**config.mk**
```make
export PLATFORM = sky130hd
export DESIGN_NAME = sar_search
export DESIGN_NICKNAME = d
export VERILOG_FILES = /design/src/rtl/sar_pkg.sv /design/src/rtl/sar_search.sv
export SDC_FILE = /design/constraint.sdc
export NUM_CORES = 1
export LEC_CHECK = 0
export ABC_AREA = 1
export BUFFER_PORTS_ARGS = -buffer_cell sky130_fd_sc_hd__buf_2
export CAP_MARGIN = 20
export CELL_PAD_IN_SITES_DETAIL_PLACEMENT = 0
export CELL_PAD_IN_SITES_GLOBAL_PLACEMENT = 1
export CORE_UTILIZATION = 43
export DETAILED_ROUTE_END_ITERATION = 12
export HOLD_SLACK_MARGIN = 0.06
export PLACE_DENSITY = 0.85
export SLEW_MARGIN = 20
export SYNTH_ARGS = -nofsm -noshare
export SYNTH_HDL_FRONTEND = slang
export SYNTH_SLANG_ARGS = --single-unit
```
**constraint.sdc**
```tcl
create_clock -name clk -period 4.06 [get_ports clk]
set_input_delay 0.406 -clock clk [delete_from_list [all_inputs] [get_ports clk]]
set_output_delay 0.406 -clock clk [all_outputs]
set_load 0.02 [all_outputs]
```
**src/rtl/sar_pkg.sv**
```systemverilog
// Shared definitions for the successive-approximation search engine:
// state encoding and a constant-width helper for the bit cursor.
package sar_pkg;

    localparam logic [1:0] ST_IDLE  = 2'd0;
    localparam logic [1:0] ST_PROBE = 2'd1;
    localparam logic [1:0] ST_DONE  = 2'd2;

    typedef enum logic [1:0] {
        S_IDLE  = ST_IDLE,
        S_PROBE = ST_PROBE,
        S_DONE  = ST_DONE
    } state_e;

    // Smallest r with 2**r >= v; elaboration-time only.
    function automatic int clog2(input int v);
        int r;
        r = 0;
        for (int i = 0; i < 31; i++)
            if ((1 << i) < v) r = i + 1;
        return r;
    endfunction

endpackage

```
**src/rtl/sar_search.sv**
```systemverilog
// Successive-approximation search: drives probes into a comparator oracle
// and resolves the hidden operand one bit per cycle, MSB first.
module sar_search
    import sar_pkg::*;
#(
    parameter int W = 8
) (
    input  logic         clk,
    input  logic         rst_n,
    input  logic         start,
    output logic [W-1:0] probe,
    output logic         probe_valid,
    input  logic         g,
    input  logic         e,
    input  logic         l,
    output logic         busy,
    output logic         done,
    output logic [W-1:0] result,
    output logic         found,
    output logic         err
);

    localparam int CW = (clog2(W) < 1) ? 1 : clog2(W);

    state_e          state_q;
    logic [W-1:0]    probe_q;
    logic [W-1:0]    result_q;
    logic [CW-1:0]   cur_q;
    logic            verify_q;
    logic            found_q;
    logic            err_q;

    logic [W-1:0]    bit_m;
    logic [W-1:0]    below_m;
    logic            onehot;

    // Mask of the bit under decision and the trial bit one position lower.
    assign bit_m   = {{(W-1){1'b0}}, 1'b1} << cur_q;
    assign below_m = bit_m >> 1;
    assign onehot  = ({g, e, l} == 3'b100) || ({g, e, l} == 3'b010) ||
                     ({g, e, l} == 3'b001);

    always_ff @(posedge clk or negedge rst_n) begin
        if (!rst_n) begin
            state_q  <= S_IDLE;
            probe_q  <= '0;
            result_q <= '0;
            cur_q    <= '0;
            verify_q <= 1'b0;
            found_q  <= 1'b0;
            err_q    <= 1'b0;
        end else begin
            case (state_q)
                S_IDLE: begin
                    if (start) begin
                        probe_q  <= bit_m << (W - 1 - int'(cur_q));
                        cur_q    <= CW'(W - 1);
                        verify_q <= 1'b0;
                        result_q <= '0;
                        found_q  <= 1'b0;
                        err_q    <= 1'b0;
                        state_q  <= S_PROBE;
                    end
                end
                S_PROBE: begin
                    if (!onehot) begin
                        err_q    <= 1'b1;
                        found_q  <= 1'b0;
                        result_q <= probe_q;
                        state_q  <= S_DONE;
                    end else if (verify_q || e) begin
                        // A verify cycle without e means the oracle contradicted itself.
                        found_q  <= e;
                        result_q <= probe_q;
                        state_q  <= S_DONE;
                    end else if (cur_q != '0) begin
                        probe_q <= (g ? (probe_q & ~bit_m) : probe_q) | below_m;
                        cur_q   <= cur_q - CW'(1);
                    end else begin
                        probe_q  <= g ? (probe_q & ~bit_m) : probe_q;
                        verify_q <= 1'b1;
                    end
                end
                S_DONE: begin
                    state_q <= S_IDLE;
                end
                default: begin
                    state_q <= S_IDLE;
                end
            endcase
        end
    end

    assign probe       = probe_q;
    assign probe_valid = (state_q == S_PROBE);
    assign busy        = (state_q != S_IDLE);
    assign done        = (state_q == S_DONE);
    assign result      = result_q;
    assign found       = found_q;
    assign err         = err_q;

endmodule

```
# Yosys cells after proc, flatten, opt, wreduce, memory -nomap -nowiden
# Index checks and enable logic that the tools add are counted.
# Widths: inputs -> output; s select.
[word_totals] register_bits=24
[op_classes] addsub=2 eq_ne=12 n_shift=2 muxes=29 bitwise=3 reduce_logical=13
[op_table] operator="$mux 8" count=8
[op_table] operator="$pmux 8 s2" count=2
[op_table] operator="$shl 8x32->8" count=1
[op_table] operator="$mux 3" count=4
[op_table] operator="$ne 2x2->1 const B" count=5
[op_table] operator="$reduce_and 5->1" count=2
[op_table] operator="$and 8x8->8" count=1
[op_table] operator="$not 8->8" count=1
[op_table] operator="$or 8x7->8" count=1
[op_table] operator="$shl 1x3->8 const A" count=1
[op_table] operator="$mux 1" count=7
[op_table] operator="$mux 2" count=3
[op_table] operator="$pmux 1 s2" count=3
[op_table] operator="$pmux 3 s2" count=1
[op_table] operator="$reduce_and 3->1" count=2
[op_table] operator="$pmux 2 s2" count=1
[op_table] operator="$reduce_and 4->1" count=1
[op_table] operator="$reduce_bool 2->1" count=2
[op_table] operator="$sub 3x3->4 const A" count=1
[op_table] operator="$eq 3x1->1 const B" count=1
[op_table] operator="$eq 3x2->1 const B" count=1
[op_table] operator="$eq 3x3->1 const B" count=1
[op_table] operator="$logic_or 1x1->1" count=3
[op_table] operator="$ne 3x2->1 const B" count=1
[op_table] operator="7 further kinds" count=7

# Logic depth before layout (Yosys ltp)
# Gate-level depths: netlist of the first run.
[depth] depth_word=9 ltp_mapped=11 mapped_depth_nobuf=10

# Least setup slack after synthesis of the first run
# Ideal clock, no wire load.
[synth_path] path_type="reg-to-reg" from="register cur_q[1]" to="register probe_q[4] (netlist: probe[4])" setup_ns=0.116 arrival_ns=1.410 required_time_ns=3.944 path_slack_ns=2.534 stages_incl_launch_ff=11 path_buffers=1 path_cell_list="dfrtp_1 -> buf_2 -> inv_1 -> ha_1 -> nand2_1 -> o21ai_0 -> nand3_1 -> inv_1 -> nor2_1 -> nand2_1 -> nand2_1"
[synth_via] elab_chain_len=9 word_cells_on_any_way=13 classes_between="add/sub: 1; shift: 2; mux: 6; bitwise: 3; reduce/logical: 1"
[synth_lines] element="start, declared" line_no="sar_search.sv:28" text="logic [CW-1:0] cur_q;"
[synth_lines] element="start signal, assigned" line_no="sar_search.sv:57" text="cur_q <= CW'(W - 1);"
[synth_lines] element="start signal, assigned" line_no="sar_search.sv:78" text="cur_q <= cur_q - CW'(1);"
[synth_lines] element="parallel branches: the longest is 8 deep, another holds $sub 3x3->4"
[synth_lines] element="$pmux 8 s2 (*)" line_no="sar_search.sv:53" text="case (state_q)"
[synth_lines] element="end signal, assigned" line_no="sar_search.sv:56" text="probe_q <= bit_m << (W - 1 - int'(cur_q));"
[synth_lines] element="end signal, assigned" line_no="sar_search.sv:77" text="probe_q <= (g ? (probe_q & ~bit_m) : probe_q) | below_m;"
[synth_lines] element="end signal, assigned" line_no="sar_search.sv:80" text="probe_q <= g ? (probe_q & ~bit_m) : probe_q;"
[synth_lines] element="end, declared" line_no="sar_search.sv:26" text="logic [W-1:0] probe_q;"
# Every way passes the cells marked *. The select of a mux whose other input is x is not followed.
# A chain may end at the register's enable or synchronous reset.

# Worst setup path in the final report of the first run
[layout_path] from="register cur_q[0]" to="register probe_q[7] (netlist: probe[7])"
# Same word-level chain as after synthesis.

==> results of run 1 <==
layout make-up:
type	count	share of cell area, %
tap	46	3.319
multi-input combinational	162	48.34
clock buffer	4	2.092
timing repair buffer	26	7.504
inverter	17	4.113
sequential	24	34.63
flip-flops by register name (all words and copies together) (netlist names):
register,count
cur_q,3
err,1
found,1
probe,8
result,8
state_q,2
verify_q,1
cells by family after synthesis:
family                   after synthesis  synth area share [%]
AND/OR/NAND/NOR                      138                 42.56
flip-flops                            24                 38.84
buffers and inverters                 23                 6.958
AO/OA/AOI/OAI                         19                 7.605
adder cells (fa/ha/maj)                5                 4.045
power groups by stage:
stage | logic [uW] | registers, uW | clock network, uW
floorplan | 633 | 468 | 0
global route | 963 | 455 | 138
finish | 855 | 436 | 127
CTS | 859 | 437 | 130
detailed placement | 856 | 442 | 0
global placement | 861 | 441 | 0
synth_stat cells, drive strengths merged:
cell,instances
inv,15
a21oi,2
or2,1
dfrtp,24
o21ai,17
nand2,83
nand3,43
nand4,1
nor2,10
clkinv,2
buf,6
ha,5
metal layers:
| layer | wire length (um) | up-vias | part of all wire (%) |
|---|---|---|---|
| li1 | - | 729 | - |
| met1 | 1647 | 661 | 48 |
| met4 | 35 | 0 | 1.0 |
| met2 | 1597 | 41 | 47 |
| met5 | 0 | - | 0 |
| met3 | 148 | 4 | 4.3 |
how the worst max path moves through the flow:
stage	start	end	slack (ns)	depth (start not counted)
final	cur_q[0]	probe[7]	2.01	10
after global routing	cur_q[0]	probe[7]	1.75	10
after CTS	cur_q[0]	probe[7]	2.04	10
after detailed placement	cur_q[0]	probe[7]	2.05	10
after global placement	cur_q[0]	probe[7]	2.09	10
after floorplan	cur_q[1]	probe[4]	2.53	10
worst max-delay path: stages (launching register included):
cell and delay [ns]:
dfrtp_1 0.61, clkinv_1 0.38, ha_1 0.38, nand2_1 0.16
nand2_1 0.09, nand3_1 0.08, nand2_1 0.06, nand2_1 0.05
nand3_1 0.06, nand2_1 0.06, nand2_1 0.04
stage by stage:
stage                     area (um2)  cells  power (uW)  setup slack (ns)  hold WS, ns
after global routing            1734    279        1557             1.748      0.09424
after detailed placement        1698    275        1298             2.055       0.4332
after global placement          1698    275        1302             2.088       0.4308
after CTS                       1734    279        1426             2.039      0.07398
after floorplan                 1546    209        1102             2.534       0.1104
final                           1734    279        1418             2.007      0.05358
==> flow_summary.ini, run 1 <==
[power]
switchingPower_uw = 760.3
internal_power_uw = 657.7
p_seq_share_pct = 30.7
irDropWorstVdd_mv = 0.3395
clockPowerShare_pct = 9.0
p_leak_uw = 0.0009506
cellPowerDensity_nw_per_um2 = 817.7
p_comb_share_pct = 60.3
swShare_pct = 53.62

[timing]
tns_ns = 0
finalCritPeriodShare_pct = 50.56
clock.fmax_ghz = 0.4872
drv_slew = 0
tightest_slew_ns = 0.5537
slew_headroom_pct = 63.09
setup_viol = 0
rsz0062_at_grt = no
fin_skew_ns = 0.004701
final-hold-violation-count = 0
fin_crit_ns = 2.053

[layout]
seqCellArea_um2 = 600.6
final_cell_mix = 75 x nand2_1, 40 x nand3_1, 26 x buf_2, 24 x dfrtp_1, 13 x o21ai_0
fillers = 350
layout.nets = 245
layout-drive-gt1-share_pct = 23.18
area_growth_pct = 12.14
n_antenna_cell = 0
final_common_cell = nand2_1
multi_input_area_um2 = 838.3
fin_util_pct = 51.16

[route]
via_count = 1435
via_per_inst = 5.143
routed_wl_um = 3428
post_drt_wl_per_cell_um = 12.29
ant_nets = 0
drt_iter0_markers = 55
drc = 0
drt-pass1-iter-count = 4

[placed_design]
gp_congestion = 0.8378
io_buffer_count = 26
dp_hpwl_um = 2579

[clock_network]
clockRootBuffer = clkbuf_4
numCtsBuffers = 3
holdBufCountCts = 0
clk_pin_slew_ns = 0.13
cts.sinks = 24
postCtsResizedCells = 0
postCtsSetupBuffers = 0
htree_levels = 1
cts_buffer_depth = 2
cts_tree = done
clkLatencyLatePin_ns = 0.32

[floorplan]
fp.dieW_um = 61.97
io_pins = 27
core-area_um2 = 3390
initial_core_util_pct = 45.63
die_area_um2 = 3840
num_rows = 21
die_y_um = 61.97

[grt]
grt_busiest_layer = met2
grtUsageMet1_pct = 26.03
use_met2_pct = 31.76
grt_overflow = 0
grt_max_degree = 25
grt_pass1_wl_um = 5416
grt_usage_pct = 19.24
antenna_found_initial = 0
grtUsageMet3_pct = 3.727
grt_pass1_vias = 1201

[synth]
synth-seq-area-share_pct = 38.83
syn_inst = 209
synth_top_area_share_pct = 38.83
yosys.area.top_type = dfrtp_1
synthTopCellsByArea = dfrtp_1 39%, nand2_1 18%, nand3_1 13%
ys_warn_count = 0
synth_nets = 220
postSynthAreaPerCell_um2 = 7.399
ys_seq_elements = 24
netlist_area_um2 = 1546
ys_types = 25

[flow_run]
drv_cap = 0

[setup_path]
worstSetupEndpointType = flop
timing.rr.start = cur_q[0]
r2r_cells = 10
worstReg2RegEnd = probe[7]
cp.arrival_ns = 2.28
crit_required_ns = 4.28
rrSetupSlack_ns = 2.01
cp_max_fo = 13
setup.worst_path.start_class = flop
crit_type = reg2reg

[min_path]
hold_class = in2async

[outcome]
status = finished, final reports clean
Note: power is estimated with default switching activity, not from simulation.
==> run 2: changes to the inputs <==
- CORE_UTILIZATION: 43 -> 40
- PLACE_DENSITY: 0.85 -> 0.8
- clock period: 4.06 -> 2.03 ns (I/O delays scaled with it)
==> flow_summary.ini, run 2 (synthesis gave the netlist of run 1 again) <==
[grt]
grt_pass1_wl_um = 6127
grt_usage_pct = 19.31
grt_overflow = 0
grt_pass1_vias = 1305
antenna_found_initial = 0
grt_max_degree = 25

[setup_path]
crit_required_ns = 2.20
cp_max_fo = 8
crit_type = reg2reg
cp.arrival_ns = 1.84
worstSetupEndpointType = flop
setup.worst_path.start_class = flop

[placed_design]
dp_hpwl_um = 2604
io_buffer_count = 26
gp_congestion = 0.9334

[route]
dr_wl_met3_um = 142
routed_wl_um = 3448
drt_iter0_markers = 65
wl_met2_um = 1539
drt-pass1-iter-count = 4
post_drt_wl_per_cell_um = 12.10
via_per_inst = 4.968
drc = 0
met1_length_um = 1711
highest_layer = met4
ant_nets = 0
via_count = 1416

[clock_network]
clk_pin_slew_ns = 0.09
clkLatencyLatePin_ns = 0.27
htree_levels = 1
cts_buffer_depth = 2
numCtsBuffers = 3
postCtsResizedCells = 0
clockRootBuffer = clkbuf_8
cts.sinks = 24
cts_tree = done

[layout]
final_common_cell = nand2_1
n_antenna_cell = 0
multi_input_area_um2 = 838.3
layout-drive-gt1-share_pct = 24.05
layout.nets = 249
seqCellArea_um2 = 600.6
fillers = 386
final_cell_mix = 75 x nand2_1, 40 x nand3_1, 26 x buf_2, 24 x dfrtp_1, 13 x o21ai_0
area_growth_pct = 16.67

[power]
irDropWorstVdd_mv = 0.6525
cellPowerDensity_nw_per_um2 = 1690
p_leak_uw = 0.0009838

[floorplan]
fp.dieW_um = 64.18
core-area_um2 = 3689
io_pins = 27
die_y_um = 64.18
initial_core_util_pct = 41.93
die_area_um2 = 4119
num_rows = 22

[timing]
fin_skew_ns = 0.002768
tns_ns = 0
fin_crit_ns = 1.674
tightest_slew_ns = 0.5366
rsz0062_at_grt = no
final-hold-violation-count = 0
setup_viol = 0
drv_slew = 0
clock.fmax_ghz = 0.5975
finalCritPeriodShare_pct = 82.44
whs_ns = 0.2084
slew_headroom_pct = 64.22

[flow_run]
drv_cap = 0

[outcome]
status = finished, final reports clean

[min_path]
hold_class = in2reg
## run 2: cell types whose count changed in the layout (fill, tap and decap cells not counted)
cell / change
clkbuf_8: +2
bufinv_16: +1
dlygate4sd3_1: +1
clkbuf_4: -3
buf_4: +3
## run 2: power by group
| part | leakage, uW | switching, uW | internal, uW | total (uW) |
|---|---|---|---|---|
| combinational | 0.000634 | 1210 | 589 | 1800 |
| clock | 0.0000357 | 163 | 264 | 427 |
| sequential | 0.000314 | 165 | 660 | 824 |
| total | 0.000984 | 1540 | 1510 | 3050 |
## run 2: worst max-delay path, stage by stage (launching register included)
cell,delay (ns)
dfrtp_1,0.45
inv_1,0.24
ha_1,0.30
nand2_1,0.13
o21ai_0,0.17
nand3_1,0.08
inv_1,0.06
nor2_1,0.04
nand2_1,0.06
nand2_1,0.04
## run 2: final timing paths
kind	from	endpoint	slack, ns	depth (start not counted)
setup reg to reg	cur_q[1]	probe[4]	0.36	9
setup / recovery	cur_q[1]	probe[4]	0.36	9
hold / removal	e	found	0.21	3
max in group asynchronous	rst_n	probe[6]	1.23	2
min in group asynchronous	rst_n	verify_q	0.44	2
hold reg to reg	result[0]	result[0]	0.47	2
## run 2: metal layers
| metal | vias to the layer above | GRT usage, % |
|---|---|---|
| met5 | - | 0 |
| met4 | 0 | 6.667 |
| met3 | 6 | 3.036 |
| met2 | 31 | 29.52 |
| met1 | 643 | 27.54 |
| li1 | 736 | - |
## run 2: what timing repair did
action | in CTS | in global routing
hold buffers | 1 | 0
setup endpoints to repair | 0 | 0
hold endpoints to repair | 24 | 0
setup buffers | 0 | 0
## run 2: cell type report
cell class              count  area share, %
multi-input cells         162          46.46
flip-flops and latches     24          33.29
repair buffers             30          9.015
inverters                  17          3.953
well taps                  48          3.329
clock buffers               3          2.288
clock inverters             1          1.664
## run 2: metrics by stage
| step | cells | instance area (um2) | util [%] | total power [uW] | setup WS [ns] |
|---|---|---|---|---|---|
| 2_1_floorplan | 209 | 1546 | - | 2203 | 0.5037 |
| 3_3_place_gp | 280 | 1723 | 46.71 | 2668 | 0.4286 |
| 3_5_place_dp | 280 | 1723 | 46.71 | 2653 | 0.3770 |
| 4_1_cts | 285 | 1804 | 48.91 | 3091 | 0.3544 |
| 5_1_grt | 285 | 1804 | 48.91 | 3372 | 0.1212 |
| 6_report | 285 | 1804 | 48.91 | 3048 | 0.3564 |
==> run 3: changes to the inputs <==
- CORE_UTILIZATION: 40 -> 36
- PLACE_DENSITY: 0.8 -> 0.76
- clock period: 2.03 -> 1.35 ns (I/O delays scaled with it)
==> flow_summary.ini, run 3 (synthesis gave the netlist of run 1 again) <==
[timing]
final-hold-violation-count = 0
fin_skew_ns = 0.005636
rsz0062_at_grt = yes
finalCritPeriodShare_pct = 100.1
drv_slew = 0
clock.fmax_ghz = 0.7400
setup_viol = 1
fin_crit_ns = 1.351
tightest_slew_ns = 0.5754
slew_headroom_pct = 61.64
setup_ws_ns = -0.001375

[grt]
antenna_found_initial = 0
grt_pass1_wl_um = 6617
grt_pass1_vias = 1399
grt_overflow = 0
grt_usage_pct = 19.32
grt_max_degree = 25

[setup_path]
worstReg2RegEnd = verify_q
worstSetupEndpointType = flop
crit_required_ns = 1.55
setup.worst_path.start_class = flop
rrSetupSlack_ns = -0.001
slowest_stage = dfrtp_2
cp.arrival_ns = 1.55
crit_path_frequent_cell = inv_4
r2r_cells = 7
timing.rr.start = cur_q[1]
crit_type = reg2reg
startpoint = cur_q[1]
max_stage_delay_ns = 0.47
cp_max_fo = 5
cp_cell_sequence = inv_4 -> ha_4 -> nand2_2 -> inv_4 -> buf_4 -> nand3_1 -> a21oi_2

[route]
ant_nets = 0
drc = 0
via_count = 1557
routed_wl_um = 4195
drt_iter0_markers = 71
post_drt_wl_per_cell_um = 13.07
via_per_inst = 4.850
drt-pass1-iter-count = 4

[placed_design]
io_buffer_count = 26
dp_hpwl_um = 2900
gp_congestion = 0.9179
dp_slack_ns = -0.1296
placed_area_um2 = 1892

[min_path]
hold_class = in2reg
holdCritStartpoint = e
hold_depth = 3
worstHoldEndpoint = found

[layout]
fillers = 376
final_cell_mix = 64 x nand2_1, 34 x nand3_1, 32 x buf_4, 25 x buf_2, 23 x dfrtp_1
final_common_cell = nand2_1
final_area_um2 = 2261
layout-drive-gt1-share_pct = 43.91
area_growth_pct = 46.20
multi_input_area_um2 = 1032
fin_util_pct = 55.72
n_antenna_cell = 0
seqCellArea_um2 = 601.8
layout.nets = 283

[clock_network]
cts_tree = done
cts_buffer_depth = 2
clockRootBuffer = clkbuf_8
clk_pin_slew_ns = 0.09
cts.sinks = 24
htree_levels = 1
numCtsBuffers = 3
clkLatencyLatePin_ns = 0.26

[floorplan]
core-area_um2 = 4058
die_y_um = 67.54
io_pins = 27
initial_core_util_pct = 38.11
die_area_um2 = 4562
fp.dieW_um = 67.54
num_rows = 23

[power]
p_total_uw = 5908
irDropWorstVdd_mv = 1.499
cellPowerDensity_nw_per_um2 = 2613
p_leak_uw = 0.001176

[outcome]
status = finished with violations
violations = negative setup slack

[flow_run]
drv_cap = 0
[run 3: per-layer routing]
layer / track usage, % / wire [um] / share of wire (%)
met1: 24.97 / 1966 / 47
met2: 33.91 / 2046 / 49
met3: 3.041 / 143 / 3.4
met4: 3.191 / 39 / 0.93
met5: 0 / 0 / 0
[run 3: worst max-delay path by stage]
| stage | end | depth (start not counted) |
|---|---|---|
| 2_1_floorplan | probe[5] | 8 |
| 3_3_place_gp | probe[7] | 10 |
| 3_5_place_dp | probe[7] | 10 |
| 4_1_cts | probe[7] | 10 |
| 5_1_grt | verify_q | 7 |
| 6_report | verify_q | 7 |
[run 3: stage by stage]
stage	hold slack [ns]	std cells	TNS, ns
global placement	0.1613	302	-0.4307
floorplan	-0.1606	209	-0.1242
global route	0.1468	321	-0.4524
detailed placement	0.1657	302	-0.7487
CTS	0.1306	310	-0.001078
finish	0.1315	321	-0.001375
[run 3: area by class of cell]
type	count	area share, %
sequential	24	26.62
inverter	17	3.929
clock buffer	4	2.435
timing repair buffer	62	18.59
tap	50	2.767
multi-input combinational	164	45.66
[run 3: worst max-delay path, delay by kind of cell (launching register included)]
| family | cells | cell delay [ns] |
|---|---|---|
| adders and majority gates | 1 | 0.18 |
| buffers and inverters | 3 | 0.30 |
| and+or+nand+nor | 2 | 0.19 |
| AOI/OAI and AO/OA | 1 | 0.14 |
| DFF | 1 | 0.47 |
[run 3: where the power goes]
part	switching, uW	total (uW)	internal [uW]
clock	232	493	260
sequential	232	1230	996
combinational	2430	4190	1760
[run 3: what timing repair did]
| action | in CTS | in global routing |
|---|---|---|
| pin swaps | 2 | 10 |
| resized for setup | 19 | 39 |
| hold endpoints to repair | 24 | 0 |
| endpoints found under the setup margin | 13 | 22 |
| buffers inserted | 4 | 10 |
| hold buffers | 1 | 0 |
| cloned | 0 | 2 |
